File: src/rtl/br_resolve_queue.sv
// Branch resolution queue: pairs fetch-time predictions with execute outcomes,
// trains the predictor and redirects fetch on a mispredict. Stats: BR_RESOLVE_STATS_EN.
module br_resolve_queue #(
  parameter int s_depth = 8,
  parameter int s_cnt_w = $clog2(s_depth) + 1
) (
  input  logic               clk,
  input  logic               rst,
  input  logic               enq_valid,
  input  logic [31:0]        enq_pc,
  input  logic               enq_pred_take,
  input  logic [31:0]        enq_pred_target,
  output logic               enq_ready,
  input  logic               res_valid,
  input  logic               res_br_en,
  input  logic [31:0]        res_target,
  input  logic               flush,
  output logic               update,
  output logic               br_en,
  output logic [31:0]        i_addr_update,
  output logic               mispredict,
  output logic [31:0]        redirect_pc,
  output logic [s_cnt_w-1:0] count,
  output logic [31:0]        stat_total,
  output logic [31:0]        stat_miss
);

  localparam int aw = $clog2(s_depth);

  logic [31:0]        pc_mem   [s_depth];
  logic               take_mem [s_depth];
  logic [31:0]        tgt_mem  [s_depth];

  logic [s_cnt_w-1:0] head;
  logic [s_cnt_w-1:0] tail;
  logic [aw-1:0]      head_idx;
  logic [aw-1:0]      tail_idx;

  logic               res_acc;
  logic               miss_now;
  logic               enq_acc;
  logic [31:0]        head_pc;
  logic               head_take;
  logic [31:0]        head_tgt;
  logic [31:0]        redir_now;

  assign head_idx  = head[aw-1:0];
  assign tail_idx  = tail[aw-1:0];
  assign count     = tail - head;
  assign enq_ready = (count != s_cnt_w'(s_depth));

  assign head_pc   = pc_mem[head_idx];
  assign head_take = take_mem[head_idx];
  assign head_tgt  = tgt_mem[head_idx];

  // Resolve / mispredict / enqueue qualification with flush priority.
  always_comb begin
    res_acc   = 1'b0;
    miss_now  = 1'b0;
    enq_acc   = 1'b0;
    redir_now = res_br_en ? res_target : head_pc + 32'd4;
    if (!flush) begin
      res_acc = res_valid && (count != '0);
      if (res_acc) begin
        miss_now = (head_take != res_br_en) ||
                   (head_take && res_br_en &&
                    (head_tgt != res_target));
      end
      // Same-cycle enqueue behind a mispredict is wrong-path work.
      enq_acc = enq_valid && enq_ready && !miss_now;
    end
  end

  // Entry storage; written only at the tail on an accepted enqueue.
  always_ff @(posedge clk) begin
    if (enq_acc) begin
      pc_mem[tail_idx]   <= enq_pc;
      take_mem[tail_idx] <= enq_pred_take;
      tgt_mem[tail_idx]  <= enq_pred_target;
    end
  end

  // Head/tail pointers; flush and mispredict both empty the queue.
  always_ff @(posedge clk) begin
    if (rst) begin
      head <= '0;
      tail <= '0;
    end else if (flush || miss_now) begin
      head <= '0;
      tail <= '0;
    end else begin
      if (res_acc) head <= head + 1'b1;
      if (enq_acc) tail <= tail + 1'b1;
    end
  end

  // Registered training and redirect pulses; data holds between pulses.
  always_ff @(posedge clk) begin
    if (rst) begin
      update        <= 1'b0;
      mispredict    <= 1'b0;
      br_en         <= 1'b0;
      i_addr_update <= '0;
      redirect_pc   <= '0;
    end else begin
      update     <= res_acc;
      mispredict <= miss_now;
      if (res_acc) begin
        br_en         <= res_br_en;
        i_addr_update <= head_pc;
      end
      if (miss_now) redirect_pc <= redir_now;
    end
  end

`ifdef BR_RESOLVE_STATS_EN
  // Saturating resolve and mispredict counters, cleared only by reset.
  always_ff @(posedge clk) begin
    if (rst) begin
      stat_total <= '0;
      stat_miss  <= '0;
    end else begin
      if (res_acc && stat_total != 32'hFFFF_FFFF)
        stat_total <= stat_total + 32'd1;
      if (miss_now && stat_miss != 32'hFFFF_FFFF)
        stat_miss <= stat_miss + 32'd1;
    end
  end
`else
  assign stat_total = '0;
  assign stat_miss  = '0;
`endif

endmodule

File: config.mk
export PLATFORM = sky130hd
export DESIGN_NAME = br_resolve_queue
export DESIGN_NICKNAME = d
export VERILOG_FILES = /design/src/rtl/br_resolve_queue.sv
export SDC_FILE = /design/constraint.sdc
export NUM_CORES = 1
export LEC_CHECK = 0
export ABC_AREA = 1
export CORE_ASPECT_RATIO = 1.75
export CORE_UTILIZATION = 55
export DETAILED_ROUTE_END_ITERATION = 8
export GPL_ROUTABILITY_DRIVEN = 0
export PLACE_DENSITY_LB_ADDON = 0.05
export SLEW_MARGIN = 20
export SYNTH_ARGS = -nofsm -noshare
export SYNTH_HDL_FRONTEND = slang
export SYNTH_SLANG_ARGS = --single-unit
File: constraint.sdc
create_clock -name clk -period 9.2 [get_ports clk]
set_input_delay 1.84 -clock clk [delete_from_list [all_inputs] [get_ports clk]]
set_output_delay 1.84 -clock clk [all_outputs]
set_load 0.02 [all_outputs]
Word-level counts from Yosys, hierarchy flattened --
Memories as Yosys holds them, arrays and structs flattened. A register that Yosys moved wholly into a read port is not among the register bits. Cells that the tools add are included.
Cells by class: muxes and demuxes 14, add/subtract/negate cells 4, reduce and logical (&&, ||, !) cells 10, equal/unequal tests 3
Operators with widths (number):
- 32-bit by 3-bit adder with 32-bit output, second input constant | 1
- 32-bit 2-to-1 mux | 1
- 32-bit != test | 1
- 3-bit 2-to-1 mux | 6
- 4-bit by 1-bit adder with 4-bit output, second input constant | 2
- 1-bit 2-to-1 mux | 7
- 1-bit logical AND | 5
- 4-bit != test, second input constant | 1
- 4-bit nonzero test | 1
- 4-bit subtractor | 1
- 1-bit logical OR | 2
- 2-bit OR reduction | 1
- 1-bit zero test | 1
- 1-bit != test | 1
Storage, ports and cells: word-level logic and storage cells 41, bits in registers 75, RAM bits 520, memories 3
Memories:
- pc_mem | words 8, width 32, read ports 1, clocked after memory_dff 1, wr ports 1, RTL line 30 | logic [31:0] pc_mem [s_depth];
- tgt_mem | words 8, width 32, read ports 1, clocked after memory_dff 1, wr ports 1, RTL line 32 | logic [31:0] tgt_mem [s_depth];
- take_mem | words 8, width 1, read ports 1, clocked after memory_dff 1, wr ports 1, RTL line 31 | logic take_mem [s_depth];

Depth between registers and ports, before layout --
depth in word-level cells 10, depth in mapped cells 23

Worst setup path before layout --
Ideal clock, no wire load.
path type input -> register, start point input res_target[25], end point memory pc_mem[4][0] (enable), path slack 1428 ps, path buffers 0, data arrival time 7204 ps, data required time 8631 ps, stages 12, cell sequence nand3b_1 -> nand2_1 -> nand3_1 -> nor2_1 -> nand2_1 -> nor2_1 -> nand2_1 -> nand2_1 -> nand2_2 -> nand2_2 -> nand3_2 -> nor3_1
On the way: cells in the longest elaborated chain, start to end 10
Ends and longest elaborated chain:
- from (decl) | RTL line 16 | input logic [31:0] res_target,
- 32-bit != test | RTL line 67 | (head_tgt != res_target));
- 1-bit logical AND | RTL line 66 | (head_take && res_br_en &&
- 1-bit logical OR | RTL line 65 | miss_now = (head_take != res_br_en) ||
- 1-bit 2-to-1 mux | RTL line 64 | if (res_acc) begin
- 1-bit 2-to-1 mux | RTL line 62 | if (!flush) begin
- 1-bit zero test | RTL line 70 | enq_acc = enq_valid && enq_ready && !miss_now;
- 1-bit logical AND | RTL line 70
- 1-bit 2-to-1 mux | RTL line 62
- 1-bit 2-to-1 mux | RTL line 76 | if (enq_acc) begin
- 1-bit 2-to-1 mux (implied by the code) | RTL line 77 | pc_mem[tail_idx] <= enq_pc;
- to (decl) | RTL line 30
Every way passes these cells. The select of a mux whose other input is x is not followed.

==> out/results.ini <==
[run_status]
status=completed

[power]
ir_drop_v=0.0001722
clock_power_share=0.387
switchingPower_mw=1.313
pwr-share-comb=0.082
p_leak_nw=11.65
power_density_nw_per_um2=189.3
swShare=0.2312
internal_power_mw=4.364
seq_power_share=0.532
total_power_mw=5.677

[route]
totalWireLength_um=71730
drt-met1-wl_um=26910
met2_length_um=36790
first_iter_violations=1609
route.detailed.drc=0
met3_length_um=4322
maxUsedRoutingLayer=met4
vias_per_cell=5.524
vias=18930
routedWlPerCell_um=20.93
drtAntennaViolNets=0
dr.pass1.iters=5

[setup_path]
worstSetupEndpointType=register
critical-path-slowest-cell=nor3_2
start_kind=register
cp_max_fo=151
crit_buf_inv=4
cp.required_ps=9430
cp_common_cell=nand2_1
cp_top_family=simple AND/OR/NAND/NOR gates
setup.worst_path.class=register to register
cp_slowest_stage_delay_ps=700
worstPathCellList=buf_16 -> inv_6 -> buf_12 -> nand2_1 -> nand3_1 -> nand3_1 -> nand2_1 -> nand2_1 -> nand2_1 -> nand2_1 -> nor2_1 -> nand2_1 -> nor2_1 -> nand2_1 -> nand2_1 -> nand2_2 -> nand2_2 -> nand3_2 -> nor3_2 -> buf_12
arrival_ps=5710

[clock_network]
cts_setup_buffers=0
clock_path_buffers=3
insertion_delay_ps=590
clk_pin_slew_ps=70
cts_resized=0
htree_levels=2
clkSinkCount=598
cts-root-buf=clkbuf_16
cts_made_buffers=53
cts_tree=yes
cts_hold_buffers=0

[die]
initial_core_util=0.5559
rows=106
pin_count=239
core_um2=47610
die_w_um=167.8
dieArea_um2=49040
die_h_um=292.2

[logic_synthesis]
synthTopCellsByCount=729 x nand2_1, 520 x edfxtp_1, 364 x nor2_1
synth_edf_count=520
yosys-top-cells-area=edfxtp_1 59%, nand2_1 10%, dfxtp_1 5.9%
seq_area_frac_synth=0.6489
yosys.area_share.simple=0.2108
synthCells=2658
synth_ff_type=edfxtp_1
synth_compound_area_frac=0.05667
ys_ff_latch=598
post-synth-top-count-cell=nand2_1
syn_area_per_cell_um2=9.959
yosysUniqueCellTypes=42
postSynth.asyncResetShare=0
synth_top_family_by_area=simple AND/OR/NAND/NOR gates
yosys_warnings=0
synth-xor-area-share=0.004963
syn_area_um2=26470
synth.area.mux_share=0
synth_top_area_share=0.5899
synth_top_area_cell=edfxtp_1
synthAdderAreaFrac=0.004065

[timing]
setup_viol=0
final.min_clock_period_ps=5477
finalSetupTns_ps=0
max_freq_ghz=0.1826
fin_crit_sh=0.5953
tightest_slew_ps=1097
hold_viol=0
worst_slack_ps=3723
drv_slew=0
fin_skew_ps=16.54
max_slew_margin=0.2684
rsz0062_at_grt=false

[placed_design]
dpl.hpwl_um=44170
port-buffer-count=174
pre_cts_ws_ps=3656
detailed_place.area_um2=28240

[grt]
grt_first_pass_wirelength_um=108000
grt_overflow=0
grt_pass1_vias=18614
grtUsageTotal=0.2949
antenna_found_initial=2
grt_start_max_net_pins=152

[worst_hold_path]
min_path_type=register to register
min_from=i_addr_update[31]$_SDFFE_PP0P_

[flow_run]
drv_cap=0

[final_layout]
stdcell_area_um2=29990
drive_gt1_frac=0.05899
syn_to_final_growth_pct=13.31
fillerInstances=3908
fin_nets=2897

## power by group through the flow
stage / Sequential, mW / Combinational [mW] / Clock, mW
2_1_floorplan: 3.10 / 0.252 / 0
3_3_place_gp: 3.08 / 0.452 / 0
3_5_place_dp: 3.08 / 0.458 / 0
4_1_cts: 3.02 / 0.461 / 2.22
5_1_grt: 3.02 / 0.504 / 2.32
6_report: 3.02 / 0.463 / 2.20
## registers in the layout, summed over array words and instances (netlist names), named ones only
register / count
pc_mem: 256
tgt_mem: 256
i_addr_update: 32
redirect_pc: 32
take_mem: 8
head: 4
tail: 4
br_en: 1
mispredict: 1
update: 1
## cells in the final DEF (no fill, tap or decap), drive strengths merged, types with 3 or more instances in the layout
| cell | count |
|---|---|
| conb | 64 |
| a21oi | 46 |
| nor2 | 376 |
| a31oi | 10 |
| ha | 7 |
| dfxtp | 78 |
| clkinv | 19 |
| edfxtp | 520 |
| nand3 | 193 |
| nand2 | 742 |
| o21ai | 221 |
| nand4 | 11 |
| inv | 196 |
| clkinvlp | 3 |
| nor3 | 12 |
| clkdlybuf4s50 | 174 |
| xnor2 | 4 |
| buf | 28 |
| nand3b | 15 |
| o22ai | 11 |
| or2 | 6 |
| xor2 | 11 |
| clkbuf | 75 |
## metrics by stage
stage	hold slack [ps]	util	instances
floorplan	466.7	-	2721
global placement	452.3	0.5932	3324
detailed placement	461.0	0.5932	3324
CTS	471.2	0.6293	3424
global route	491.2	0.6299	3427
finish	467.8	0.6299	3427
## tightest hold or removal path, cell delays in order (launching register included)
cell and delay [ps]:
dfxtp_1 320, nand2_1 60, a21oi_1 50
## path summary, 6_finish.rpt
path / endpoint / slack [ps] / cells after the start
max: tgt_mem[5][23]$_DFFE_PP_ / 3720 / 20
min: i_addr_update[31]$_SDFFE_PP0P_ / 470 / 2
max reg2reg: tgt_mem[5][23]$_DFFE_PP_ / 3720 / 20
min reg2reg: i_addr_update[31]$_SDFFE_PP0P_ / 470 / 2
## cell families (layout without fill, tap and decap cells)
kind of cell / Yosys count / in the layout
compound gates: 292 / 292
other cells: 1 / 66
fa+ha+maj: 8 / 8
simple gates: 1357 / 1357
xor+xnor: 15 / 15
buf+inv: 387 / 497
flops: 598 / 598
## layout make-up
cell class | count | area (um^2) | area share
Inverter | 195 | 739.5 | 0.02465
Timing Repair Buffer | 202 | 1997 | 0.06658
Clock buffer | 75 | 1531 | 0.05106
Clock inverter | 25 | 186.4 | 0.006216
Multi-Input combinational cell | 1736 | 7606 | 0.2536
Tap cell | 594 | 743.2 | 0.02478
Sequential cell | 598 | 17190 | 0.5730
Antenna cell | 2 | 5.005 | 0.0001669
## routing by layer
layer  GRT usage  vias up
met2      0.5265      783
met1      0.3516     9022
met4      0.1513        0
li1            -     8952
met3     0.03067      173
met5           0        -
Power figures use the tool's default switching activity.
